$ cat src/rtl/button_manager.sv
// rtl/button_manager.sv - AHB-Lite button peripheral: sync, debounce, press/long-press flags
module button_manager #(
    parameter int DEBOUNCE_CYCLES = 655,
    parameter int LONG_CYCLES     = 32768,
    parameter int CNT_WIDTH       = 16
) (
    input  logic        HCLK,
    input  logic        HRESETn,
    input  logic [31:0] HADDR,
    input  logic [31:0] HWDATA,
    input  logic        HWRITE,
    input  logic        HREADY,
    input  logic        HSEL,
    input  logic [2:0]  HSIZE,
    input  logic [1:0]  HTRANS,
    output logic [31:0] HRDATA,
    output logic        HREADYOUT,
    input  logic        nMode,
    input  logic        nTrip
);

    localparam logic [CNT_WIDTH-1:0] DEB_LAST = CNT_WIDTH'(DEBOUNCE_CYCLES - 1);
    localparam logic [CNT_WIDTH-1:0] LONG_SET = CNT_WIDTH'(LONG_CYCLES - 2);
    localparam logic [CNT_WIDTH-1:0] LONG_MAX = CNT_WIDTH'(LONG_CYCLES);

    // Bit 0 is Mode, bit 1 is Trip throughout.
    logic [1:0]                sync1_q, sync2_q;
    logic [1:0]                level;
    logic [1:0]                stable_q, stable_d, stable_prev_q;
    logic [1:0][CNT_WIDTH-1:0] db_cnt_q, db_cnt_d;
    logic [CNT_WIDTH-1:0]      long_cnt_q, long_cnt_d;
    logic                      mode_press_q, mode_press_d;
    logic                      trip_press_q, trip_press_d;
    logic                      mode_long_q, mode_long_d;
    logic [1:0]                addr_q;
    logic                      read_q, write_q;
    logic                      addr_phase;
    logic [1:0]                press_rise;
    logic                      long_hit;
    logic                      unused_bits;

    assign level       = ~sync2_q;
    assign addr_phase  = HSEL && HREADY && (HTRANS != 2'b00);
    assign press_rise  = stable_q & ~stable_prev_q;
    assign long_hit    = stable_q[0] && (long_cnt_q == LONG_SET);
    assign HREADYOUT   = 1'b1;
    assign unused_bits = ^{HWDATA, HSIZE, HADDR[31:4], HADDR[1:0], write_q};

    always_comb begin
        stable_d = stable_q;
        db_cnt_d = '0;
        for (int i = 0; i < 2; i++) begin
            if (level[i] != stable_q[i]) begin
                if (db_cnt_q[i] == DEB_LAST) begin
                    stable_d[i] = level[i];
                end else begin
                    db_cnt_d[i] = db_cnt_q[i] + CNT_WIDTH'(1);
                end
            end
        end
    end

    always_comb begin
        long_cnt_d = '0;
        if (stable_q[0]) begin
            long_cnt_d = (long_cnt_q == LONG_MAX) ? long_cnt_q : long_cnt_q + CNT_WIDTH'(1);
        end
    end

    // A set in the same cycle as a clear-on-read wins, so no event is lost.
    always_comb begin
        mode_press_d = press_rise[0] | (mode_press_q & ~(read_q && addr_q == 2'd0));
        trip_press_d = press_rise[1] | (trip_press_q & ~(read_q && addr_q == 2'd1));
        mode_long_d  = long_hit      | (mode_long_q  & ~(read_q && addr_q == 2'd2));
    end

    always_comb begin
        HRDATA = '0;
        if (read_q) begin
            case (addr_q)
                2'd0:    HRDATA[0]   = mode_press_q;
                2'd1:    HRDATA[0]   = trip_press_q;
                2'd2:    HRDATA[0]   = mode_long_q;
                default: HRDATA[1:0] = stable_q;
            endcase
        end
    end

    always_ff @(posedge HCLK or negedge HRESETn) begin
        if (!HRESETn) begin
            sync1_q       <= 2'b11;
            sync2_q       <= 2'b11;
            stable_q      <= 2'b00;
            stable_prev_q <= 2'b00;
            db_cnt_q      <= '0;
            long_cnt_q    <= '0;
            mode_press_q  <= 1'b0;
            trip_press_q  <= 1'b0;
            mode_long_q   <= 1'b0;
            addr_q        <= 2'd0;
            read_q        <= 1'b0;
            write_q       <= 1'b0;
        end else begin
            sync1_q       <= {nTrip, nMode};
            sync2_q       <= sync1_q;
            stable_q      <= stable_d;
            stable_prev_q <= stable_q;
            db_cnt_q      <= db_cnt_d;
            long_cnt_q    <= long_cnt_d;
            mode_press_q  <= mode_press_d;
            trip_press_q  <= trip_press_d;
            mode_long_q   <= mode_long_d;
            if (addr_phase) begin
                addr_q  <= HADDR[3:2];
                read_q  <= !HWRITE;
                write_q <= HWRITE;
            end else begin
                read_q  <= 1'b0;
                write_q <= 1'b0;
            end
        end
    end

endmodule

$ cat config.mk
export PLATFORM = sky130hd
export DESIGN_NAME = button_manager
export DESIGN_NICKNAME = d
export VERILOG_FILES = /design/src/rtl/button_manager.sv
export SDC_FILE = /design/constraint.sdc
export NUM_CORES = 1
export LEC_CHECK = 0
export BUFFER_PORTS_ARGS = -buffer_cell sky130_fd_sc_hd__clkbuf_2
export CAP_MARGIN = 40
export CORE_MARGIN = 10
export CORE_UTILIZATION = 53
export CTS_CLUSTER_DIAMETER = 30
export DETAILED_ROUTE_END_ITERATION = 10
export PLACE_DENSITY = 0.91
export SYNTH_ARGS = -nofsm -noshare
export SYNTH_HDL_FRONTEND = slang
export SYNTH_SLANG_ARGS = --single-unit
export TNS_END_PERCENT = 30
$ cat constraint.sdc
create_clock -name HCLK -period 2.75 [get_ports HCLK]
set_clock_uncertainty 0.2 [all_clocks]
set_input_delay 0.55 -clock HCLK [delete_from_list [all_inputs] [get_ports HCLK]]
set_output_delay 0.55 -clock HCLK [all_outputs]
set_load 0.01 [all_outputs]
### Word level (Yosys, flattened, before mapping)

Index checks and enable logic that the tools add are counted.

* register bits after elaboration: 62
* bits in latches: 0
* bits in writable memories: 0
* ROM bits: 0
* output and inout port bits: 33
* word-level logic and storage cells: 59
* memories kept: 0

* add/sub/neg operators: 3
* $mul: 0
* divide/modulo/power cells: 0
* $lt $le $gt $ge: 0
* equal/unequal tests: 9
* shift operators: 0
* mux-type cells: 10
* bitwise gates (word level): 12
* reductions and logical operators: 12

Operators by type and width (count)
* $mux 16: 6
* $add 16x1->16 const B: 3
* $eq 16x10->1 const B: 2
* $eq 16x15->1 const B: 1
* $eq 16x16->1 const B: 1
* $logic_and 1x1->1: 6
* $not 2->2: 2
* $reduce_and 2->1: 2
* $and 1x1->1: 3
* $not 1->1: 3
* $or 1x1->1: 3
* $pmux 1 s3: 1
* $reduce_or 3->1: 1
* $and 2x2->2: 1
* $eq 2x1->1 const B: 1
* $eq 2x2->1 const B: 1
* $logic_not 2->1: 1
* $mux 1: 2
* $mux 2: 1
* $ne 1x1->1: 2
* $ne 2x2->1 const B: 1
* $reduce_bool 2->1: 1
* $logic_not 1->1: 1

### Depth between registers and ports, before layout

* depth after elaboration: 5
* gate-level depth with buffers: 7
* mapped depth without buffers: 6

### Worst setup path after synthesis

Ideal clock, no wire load.

* path kind: register to output
* from: register stable_q[0]
* to: output HRDATA[0]
* arrival: 1.077 ns
* path slack: 0.923 ns
* cell stages (with the launch flop): 3
* cell sequence: dfrtp_1 > mux4_2 > and2_1

* longest elaborated chain between the ends: 2

Ends and longest elaborated chain
* start, declared: line 29 `logic [1:0] stable_q, stable_d, stable_prev_q;`
* start signal, assigned: line 106 `stable_q <= stable_d;`
* $pmux 1 s3: line 80 `case (addr_q)`
* $mux 2: line 79 `if (read_q) begin`
* end, declared: line 16 `output logic [31:0] HRDATA,`

No other way between the ends.

### Final worst setup path

Same ends and word-level chain as after synthesis.

==> results.ini <==
[placement]
io_buffer_count = 12
placed_cells = 406
place_ws_ps = 737
gp_congestion = 0.872
hpwlAfterDp_microns = 4240

[setup_path]
critPathKind = flip-flop to primary output
required_ps = 2000
r2r_setup_slack_ps = 750
cp_cell_sequence = mux4_2, and2_1, clkbuf_2
crit_buf_inv = 1
endpoint_kind = primary output
path_max_fanout = 8
slowest_stage = mux4_2
max_stage_delay_ps = 490
cp-start-kind = flip-flop
critPathTopFamily = multiplexers
crit_arrival_ps = 1600

[yosys]
syn-instance-count = 326
synth_top_flop_cell = dfrtp_1
synth_area_sq_um = 3240
yosysSeqAreaShare_pct = 48.0
synth.distinct_cells = 39
synth_edf_count = 0
ys_ff_latch = 62
avgSynthCellArea_sq_um = 9.94
yosysWarnings = 0
async_flop_share_pct = 100

[cells_and_area]
area_growth_pct = 5.95
diodes = 0
drive_gt1_share_pct = 11.5
finalNonFillerCells = 422
final_nets = 425
final.fill_count = 482

[timing]
hold_viol = 0
final-setup-viol-count = 0
relSlewSlack_pct = 55.1
maxSlewViolCount = 0
whs_ps = 29.3
tns_ps = 0
layout_min_cycle_time_ps = 2350
tightestPinTransition_ps = 673
rsz0062_at_grt = false
period_share_pct = 85.4
setup_ws_ps = 403
max_freq_mhz = 426

[drt]
drt_wl_total_microns = 5940
antenna_left = 0
wl_per_cell_microns = 14.1
dr_total_vias = 2303
drc = 0
drt-pass1-iter-count = 4
drt_iter0_markers = 137
routed_via_density = 5.46

[grt]
overflow = 0
antenna_found_initial = 0
met2_usage_pct = 20.9
gr-usage-met3_pct = 5.64
use_met1_pct = 14.1
grt_max_degree = 39
grt.busiest_layer = met2
grt_pass1_vias = 2315
grt_pass1_wl_microns = 10400
groute.usage.overall_pct = 12.8

[job]
drv_cap = 0

[clock_network]
clk_latency_ps = 350
cts_buffers = 9
root_buffer = clkbuf_8
cts.sinks = 62
postCtsSetupBuffers = 0
cts_max_level = 3
cts_resized = 0
cts_hold_buf = 0
clk_path_buf_depth = 2
cts_tree = built
clkTransAtPathRegs_ps = 80

[power_and_ir_drop]
powerDensity_nw_per_um2 = 505
total_power_mw = 1.73
peakVddDrop_mv = 0.319
p_leak_nw = 1.43

[worst_hold_path]
hold_path_class = input pin to async pin

[floorplanning]
fp.dieH_microns = 98.2
rows = 28
core_area_sq_um = 5920
die_w_microns = 98.2
ios = 109
die-area_sq_um = 9640
start_util_pct = 54.7

[status]
status = finished, final reports clean

==> routing by layer <==
metal  up-vias  wire [microns]
li1       1096               -
met4         0             147
met5         -               0
met3        14             492
met1      1108            2430
met2        85            2870
==> flip-flops by register name, indices dropped and copies added, names as in the netlist <==
| name | count |
|---|---|
| stable_prev_q | 2 |
| mode_long_q | 1 |
| read_q | 1 |
| trip_press_q | 1 |
| sync1_q | 2 |
| db_cnt_q | 32 |
| stable_q | 2 |
| sync2_q | 2 |
| addr_q | 2 |
| long_cnt_q | 16 |
| mode_press_q | 1 |
==> final timing paths <==
path | startpoint | end | cells after the start
setup / recovery | stable_q[0] | HRDATA[0] | 3
max in group asynchronous | HRESETn | sync1_q[0] | 2
hold reg to reg | sync1_q[0] | sync2_q[0] | 0
hold / removal | HRESETn | addr_q[0] | 1
min in group HCLK | nTrip | sync1_q[1] | 1
setup reg to reg | db_cnt_q[16] | db_cnt_q[20] | 6
==> cell usage after synthesis (all sizes together), types with 2 or more instances <==
cell | number | area [sq um]
dfrtp | 58 | 1450
nor2 | 48 | 180
buf | 36 | 260
xnor2 | 27 | 236
nand4 | 18 | 119
nand2 | 17 | 63.8
nand3 | 14 | 87.6
nor4 | 12 | 75.1
xor2 | 12 | 105
inv | 11 | 41.3
nor3 | 11 | 55.1
o21ai | 9 | 45.0
ha | 7 | 87.6
a21oi | 5 | 25.0
and2 | 4 | 25.0
and4 | 4 | 37.5
dfstp | 4 | 105
nand2b | 3 | 18.8
o31ai | 3 | 22.5
and4b | 2 | 20.0
conb | 2 | 7.51
mux2 | 2 | 22.5
mux2i | 2 | 20.0
nor4b | 2 | 17.5
nor4bb | 2 | 20.0
or3 | 2 | 12.5
or4 | 2 | 15.0
==> cell families (layout without fill, tap and decap cells) <==
group,count (synthesis),after routing,share of synthesized area [%]
AOI/OAI and AO/OA,18,18,3.09
xor gates and xnor gates,39,39,10.5
adders and majority gates,7,7,2.70
buffers and inverters,48,40,9.42
DFF,62,62,48.0
muxes,5,5,2.01
other,2,31,0.232
and+or+nand+nor,145,145,24.0
==> placed cells by master, fill, tap and decap left out, types with 2 or more instances in the layout <==
master,instances
and2_1,4
dfrtp_1,58
and4_1,3
conb_1,31
ha_1,7
o21ai_0,9
clkinv_2,2
o31ai_1,3
clkinvlp_4,3
nand2b_1,3
inv_1,11
nand2_1,17
xor2_1,12
clkbuf_2,12
or3_1,2
xnor2_1,27
a21oi_1,5
nor4b_1,2
mux2i_1,2
nor4bb_1,2
or4_1,2
dfstp_2,4
nor4_1,12
nand3_1,12
nand4_1,17
and4b_1,2
clkbuf_8,9
nor3_1,11
mux2_2,2
nor2_1,48
==> cell type report <==
| class | instances | area, sq um | area share, % |
|---|---|---|---|
| Timing Repair Buffer | 13 | 80.1 | 2.33 |
| Clock buffer | 9 | 124 | 3.61 |
| Multi-Input combinational cell | 245 | 1490 | 43.3 |
| Tap cell | 75 | 93.8 | 2.73 |
| Clock inverter | 7 | 50.0 | 1.46 |
| Inverter | 11 | 41.3 | 1.20 |
| Sequential cell | 62 | 1560 | 45.3 |
==> power breakdown <==
group	total [mW]	internal (mW)	switching [mW]
Sequential	0.948	0.930	0.0179
Clock	0.702	0.327	0.376
Combinational	0.0848	0.0253	0.0595
Total	1.73	1.28	0.453
==> per-stage QoR <==
step	area, sq um	utilization, %
3_5_place_dp	3260	55.1
4_1_cts	3430	58.0
2_1_floorplan	3350	-
3_3_place_gp	3260	55.1
5_1_grt	3430	58.0
6_report	3430	58.0
Note: power is estimated with default switching activity, not from simulation.
